--- config.mk ---
export PLATFORM = sky130hd
export DESIGN_NAME = neo_sound_latch
export DESIGN_NICKNAME = d
export VERILOG_FILES = /design/src/rtl/neo_snd_pkg.sv /design/src/rtl/neo_edge_fall.sv /design/src/rtl/neo_sound_latch.sv
export SDC_FILE = /design/constraint.sdc
export NUM_CORES = 1
export LEC_CHECK = 0
export CORE_UTILIZATION = 41
export DETAILED_ROUTE_END_ITERATION = 12
export PLACE_DENSITY = 0.89
export REMOVE_ABC_BUFFERS = 1
export SLEW_MARGIN = 20
export SYNTH_ARGS = -nofsm -noshare
export SYNTH_HDL_FRONTEND = slang
export SYNTH_SLANG_ARGS = --single-unit
export TNS_END_PERCENT = 1
--- constraint.sdc ---
create_clock -name CLK -period 1.68 [get_ports CLK]
set_clock_uncertainty 0.2 [all_clocks]
set_input_delay 0.336 -clock CLK [delete_from_list [all_inputs] [get_ports CLK]]
set_output_delay 0.336 -clock CLK [all_outputs]
set_load 0.03 [all_outputs]
--- src/rtl/neo_snd_pkg.sv ---
// neo_snd_pkg: shared widths, reset values and strobe indices for the sound latch.
package neo_snd_pkg;
    localparam int DW = 8;
    localparam logic [DW-1:0] CMD_RST = 8'h00;
    localparam logic [DW-1:0] RPL_RST = 8'h00;
    localparam int N_STROBE = 5;
    localparam int S_WR  = 0;
    localparam int S_RD  = 1;
    localparam int S_ZR  = 2;
    localparam int S_ZW  = 3;
    localparam int S_CLR = 4;
endpackage

--- src/rtl/neo_edge_fall.sv ---
// neo_edge_fall: registers an active-low strobe once and flags its falling edge.
module neo_edge_fall (
    input  logic clk,
    input  logic rst_n,
    input  logic strobe,
    output logic fall
);
    logic level, prev, primed;
    // The first sample after reset seeds both stages so a strobe already low is not an edge.
    always_ff @(posedge clk) begin
        if (!rst_n) begin
            level  <= 1'b1;
            prev   <= 1'b1;
            primed <= 1'b0;
        end else begin
            level  <= strobe;
            prev   <= primed ? level : strobe;
            primed <= 1'b1;
        end
    end
    assign fall = prev & ~level;
endmodule

--- src/rtl/neo_sound_latch.sv ---
// neo_sound_latch: 68k<->Z80 sound command/reply mailbox with NMI request and overrun flag.
module neo_sound_latch
    import neo_snd_pkg::*;
(
    input  logic          CLK,
    input  logic          nRESET,
    input  logic          nSNDWR,
    input  logic          nSNDRD,
    input  logic [DW-1:0] M68K_DATA_H,
    input  logic          nSDZ80R,
    input  logic          nSDZ80W,
    input  logic          nSDZ80CLR,
    input  logic [DW-1:0] SDD_IN,
    output logic [DW-1:0] SDD_OUT,
    output logic          SDD_OE,
    output logic [DW-1:0] M68K_SND_DATA,
    output logic          nNMI_REQ,
    output logic          CMD_PEND,
    output logic          RPL_PEND,
    output logic          OVERRUN
);
    logic [N_STROBE-1:0] strb, fall;
    assign strb = {nSDZ80CLR, nSDZ80W, nSDZ80R, nSNDRD, nSNDWR};
    for (genvar g = 0; g < N_STROBE; g++) begin : g_edge
        neo_edge_fall u_edge (.clk(CLK), .rst_n(nRESET), .strobe(strb[g]), .fall(fall[g]));
    end
    // A 68k write always wins; a same-cycle Z80 read consumes the old command, so no overrun.
    always_ff @(posedge CLK) begin
        if (!nRESET) begin
            SDD_OUT       <= CMD_RST;
            M68K_SND_DATA <= RPL_RST;
            CMD_PEND      <= 1'b0;
            RPL_PEND      <= 1'b0;
            OVERRUN       <= 1'b0;
            nNMI_REQ      <= 1'b1;
            SDD_OE        <= 1'b0;
        end else begin
            SDD_OE <= ~nSDZ80R;
            if (fall[S_WR]) begin
                SDD_OUT  <= M68K_DATA_H;
                CMD_PEND <= 1'b1;
                nNMI_REQ <= 1'b0;
                OVERRUN  <= ~fall[S_CLR] & (OVERRUN | (CMD_PEND & ~fall[S_ZR]));
            end else if (fall[S_CLR]) begin
                SDD_OUT  <= CMD_RST;
                CMD_PEND <= 1'b0;
                OVERRUN  <= 1'b0;
                nNMI_REQ <= 1'b1;
            end else if (fall[S_ZR]) begin
                CMD_PEND <= 1'b0;
                nNMI_REQ <= 1'b1;
            end
            if (fall[S_ZW]) begin
                M68K_SND_DATA <= SDD_IN;
                RPL_PEND      <= 1'b1;
            end else if (fall[S_RD]) begin
                RPL_PEND <= 1'b0;
            end
        end
    end
endmodule

Word-level counts from Yosys, hierarchy flattened
Cells that the tools add are included.

Muxes and demuxes: 18. Bitwise gates (word level): 16. Reductions and logical operators: 3.

Operators with widths (number): $mux 1 (16); $mux 8 (2); $not 1->1 (8); $and 1x1->1 (7); $reduce_bool 2->1 (2); $reduce_bool 3->1 (1); $or 1x1->1 (1).

Register bits: 32. Input port bits: 23. Output and inout port bits: 21. Word-level logic and storage cells: 55.

Depth between registers and ports, before layout
Gate-level depths: netlist (run 1).

Depth after elaboration: 7. Gate-level depth with buffers: 4. Depth with buffers taken out: 3.

Modules after synthesis
Synthesis (run 1) repeated with hierarchy kept, for this count alone.

Cells, all modules: 113. Area total of the unflattened synthesis: 1249.9 µm².

Modules (own cells, without submodules): neo_sound_latch (times used 1, cells each 78, area each 818.3 µm², sequential area each 420.4 µm²); neo_edge_fall (times used 5, cells each 7, area each 86.3 µm², sequential area each 60.1 µm²).

Least setup slack after synthesis (run 1)
Ideal clock, no wire load.

Path type: register -> register. Start point: register g_edge[0].u_edge.prev. End point: register SDD_OUT[0]. Library setup time: 0.060 ns. Arrival time: 0.967 ns. Required time: 1.420 ns. Setup slack: 0.454 ns. Stages on the path, launching flop included: 5. Buffers on the path: 1. Clock period less this slack: 1.226 ns. Cell sequence: dfxtp_1 > nor2b_1 > and2_0 > buf_4 > a22o_1.

Word-level cells in the longest chain between the ends: 2. Elaborated cells between the ends (all ways): 3. Classes of those cells: mux: 1; bitwise: 1; reduce/logical: 1.

RTL lines: from (decl) (RTL line neo_edge_fall.sv:8) `logic level, prev, primed;`; from (signal assigned) (RTL line neo_edge_fall.sv:17) `prev <= primed ? level : strobe;`; $and 1x1->1 * (RTL line neo_edge_fall.sv:21) `assign fall = prev & ~level;`; $mux 8 / $reduce_bool 2->1 (equally long branches); to (signal assigned) (RTL line neo_sound_latch.sv:30) `SDD_OUT <= CMD_RST;`; to (signal assigned) (RTL line neo_sound_latch.sv:40) `SDD_OUT <= M68K_DATA_H;`; to (signal assigned) (RTL line neo_sound_latch.sv:45) `SDD_OUT <= CMD_RST;`; to (decl) (RTL line neo_sound_latch.sv:14) `output logic [DW-1:0] SDD_OUT,`.

Mark *: on every way between the ends. The rest lies on a longest branch, timed or not. A chain may end at the register's enable or synchronous reset.

Final worst setup path (run 1)
Start point: register CMD_PEND. End point: output CMD_PEND.

RTL lines: from (decl) (RTL line neo_sound_latch.sv:18) `output logic CMD_PEND,`; from (signal assigned) (RTL line neo_sound_latch.sv:32) `CMD_PEND <= 1'b0;`; from (signal assigned) (RTL line neo_sound_latch.sv:41) `CMD_PEND <= 1'b1;`; from (signal assigned) (RTL line neo_sound_latch.sv:46) `CMD_PEND <= 1'b0;`.

No word-level cell between the ends.

==> results of run 1 <==
-- metal layers --
| layer | part of all wire | routed length (um) |
|---|---|---|
| met2 | 0.52 | 1110 |
| met1 | 0.42 | 897 |
| met3 | 0.057 | 122 |
| met5 | 0 | 0 |
| met4 | 0 | 0 |
-- Yosys cell counts (2+ instances only) --
cell,n
sky130_fd_sc_hd__a21oi_1,9
sky130_fd_sc_hd__a22o_1,8
sky130_fd_sc_hd__clkbuf_1,4
sky130_fd_sc_hd__dfxtp_1,32
sky130_fd_sc_hd__inv_1,2
sky130_fd_sc_hd__mux2i_1,5
sky130_fd_sc_hd__nand2_1,23
sky130_fd_sc_hd__nand2b_1,9
sky130_fd_sc_hd__nor2b_1,3
sky130_fd_sc_hd__o21ai_0,2
-- per-stage QoR --
stage	power, uW	util
floorplan	938	-
global placement	1060	0.657
detailed placement	1060	0.657
CTS	1480	0.671
global route	1540	0.671
finish	1460	0.671
-- power breakdown --
part	leakage, uW	switching [uW]	total (uW)	internal [uW]
Sequential	0.000263	18.4	815	797
Clock	0.0000326	231	437	206
Combinational	0.000418	109	212	104
Total	0.000714	358	1460	1110
-- kinds of logic after synthesis --
| family | count (synthesis) | share of synthesized area |
|---|---|---|
| DFF | 32 | 0.610 |
| buffers and inverters | 8 | 0.0321 |
| AOI/OAI and AO/OA | 21 | 0.132 |
| and+or+nand+nor | 38 | 0.179 |
| muxes | 5 | 0.0476 |
-- worst max-delay path by stage --
stage                                startpoint    endpoint  cells past startpoint
final                                  CMD_PEND    CMD_PEND                      1
after global routing                   CMD_PEND    CMD_PEND                      1
after CTS                              CMD_PEND    CMD_PEND                      1
after detailed placement                 nRESET  SDD_OUT[6]                      4
after global placement                   nRESET  SDD_OUT[4]                      4
after floorplan           g_edge[0].u_edge.prev  SDD_OUT[0]                      3
-- cell type report --
class / instances / area, sq um / area share
Clock buffer: 8 / 58.8 / 0.0378
Timing Repair Buffer: 47 / 434 / 0.279
Inverter: 3 / 11.3 / 0.00723
Multi-Input combinational cell: 64 / 377 / 0.242
Sequential cell: 32 / 641 / 0.412
Tap cell: 28 / 35.0 / 0.0225
-- state kept, by name (all words and copies together) (netlist names), 5 cells and up --
register,count
M68K_SND_DATA,8
SDD_OUT,8
g_edge.u_edge.level,5
g_edge.u_edge.prev,5
==> out/results.md, run 1 <==
• horizontal die dimension: 52.6 um
• H-tree levels: 2
• Leakage Power: 0.000714 uW
• origin of the worst min-delay path: M68K_SND_DATA[1]
• Min Clock Period, post-route: 1620 ps
• number of core rows: 17
• buffers inserted during post-CTS setup optimization: 0
• insertion delay of the later-clocked pin in the worst-skew pair: 320 ps
• via count of the first global-routing pass: 871
• GR Overflow Total: 0
• GRT Overall Usage: 0.181
• aggregate routed wire length: 2.13 mm
• number of cells in the finished layout apart from fillers: 182
• number of port buffers: 43
• Layout Cell Area excl Fill: 1560 sq um
• number of gates resized after CTS: 21
• average wire per cell in the routed design: 11.7 um
• total count of hold-check failures in the final report: 0
• GR met2 Demand/Resource: 0.314
• unrepaired setup endpoints after global routing: false
• arrival time worst endpoint: 1080 ps
• category of the worst setup path launch point: flop
• count of nets left with antenna violations after detail routing: 0
• DRC violations left: 0
• initial antenna violation count: 0
• CP Buf/Inv Count: 1
• Req. time, crit path: 1140 ps
• fraction of registers with async set or reset after synthesis: 0
• worst reg2reg path startpoint: g_edge[0].u_edge.prev
• Max Cap Viol: 0
• tightest slew margin relative to the limit: 0.672
• Setup Crit Path Kind: flop to output pin
• fmax: 618 MHz
• TritonCTS buffer count: 5
• fin worst setup slack: 62.3 ps
• commonest cells after routing, fill and taps aside: sky130_fd_sc_hd__dfxtp_1, sky130_fd_sc_hd__nand2_1, sky130_fd_sc_hd__clkdlybuf4s50_1, sky130_fd_sc_hd__dlygate4sd2_1
• proportion of netlist area held by the largest area contributor: 0.610
• clock-pin slew of the registers on the worst-case setup and hold paths: 90 ps
• height of the die: 52.6 um
• share of layout cells above drive strength 1: 0.0779
• part of the Yosys area used for sequential elements: 0.610
• Reg2Reg Capture Point: SDD_OUT[6]
• total placed instance area: 1520 sq um
• average via count per standard cell: 4.73
• yosys synthesis warning count: 0
• Worst Hold Endpoint: M68K_SND_DATA[1]
• met1 track demand over resource in global routing: 0.197
• cell types with the largest area share after synthesis: sky130_fd_sc_hd__dfxtp_1, sky130_fd_sc_hd__nand2_1, sky130_fd_sc_hd__a22o_1
• final weighted congestion in routability-driven placement: 0.766
• Crit path largest cell delay: 410 ps
• Filler cells: 217
• gate count after technology mapping: 104
• number of distinct standard cells referenced by the synthesized netlist: 17
• initial DRC count: 8
• total number of vias: 861
• crit path capture type: output pin
• met3 track utilization from global routing: 0.0783
• standard cell with the maximum stage delay on the critical path: sky130_fd_sc_hd__dlygate4sd2_1
• Max VDD drop: 0.000736 V
• Min Hold Slack: 255 ps
• Post-layout nets: 176
• outcome: complete, no violations
• cell chain of the critical path: dlygate4sd2_1
• ratio of total power to cell area: 941 nW/um^2
• starting density of the core: 0.453
• worst hold path class: flop to flop
• number of pins exceeding their max-slew limit in the final report: 0
• crit share post-route: 0.963
• CP max FO: 3
• placed cells: 174
• most common cell after layout, fill and taps aside: sky130_fd_sc_hd__dfxtp_1
• slack of the worst reg-to-reg path: 240 ps
• Core ar.: 2320 sq um
• setup TNS: 0 ps
• cell depth of the worst hold path: 2
• diode count: 0
• worst setup slack after placement: -74.8 ps
• average instance area after synthesis: 10.1 sq um
• number of setup violations in the final report: 0
• number of buffers inserted by hold repair at cts: 0
• kind of cell adding the most delay to the critical path: buffers and inverters
• Post-synth EDFFs: 0
• first-pass GRT wire length: 3.58 mm
• synthesis-stage register bit count: 32
• global routing's busiest layer: met2
• iteration count of the initial detailed-routing pass: 4
• predominant post-synthesis flop cell: sky130_fd_sc_hd__dfxtp_1
• die area: 2770 sq um
• placed wire-length estimate after detailed placement: 1.68 mm
• Clock Sink Count: 32
• root buf cell: sky130_fd_sc_hd__clkbuf_4
• reg2reg path depth: 3
• largest area contributor in the netlist: sky130_fd_sc_hd__dfxtp_1
• clock tree from TritonCTS: yes
• slew at the pin closest to its max-slew limit: 491 ps
• CTS max path bufs: 2
• signed area change from the synthesized netlist to the final layout: 48.1%
• synthesized area: 1050 sq um
• maximum number of pins on one net before global-route repair: 10
• total I/O pin count: 44
Note: power is estimated with default switching activity, not from simulation.
==> run 2, diff against run 1 <==
--- a/config.mk
+++ b/config.mk
@@ -9,7 +9,6 @@
 export DETAILED_ROUTE_END_ITERATION = 12
 export PLACE_DENSITY = 0.89
 export REMOVE_ABC_BUFFERS = 1
-export SLEW_MARGIN = 20
 export SYNTH_ARGS = -nofsm -noshare
 export SYNTH_HDL_FRONTEND = slang
 export SYNTH_SLANG_ARGS = --single-unit
==> results of run 2 <==
Final layout, timing and power as in run 1 (identical DEF).
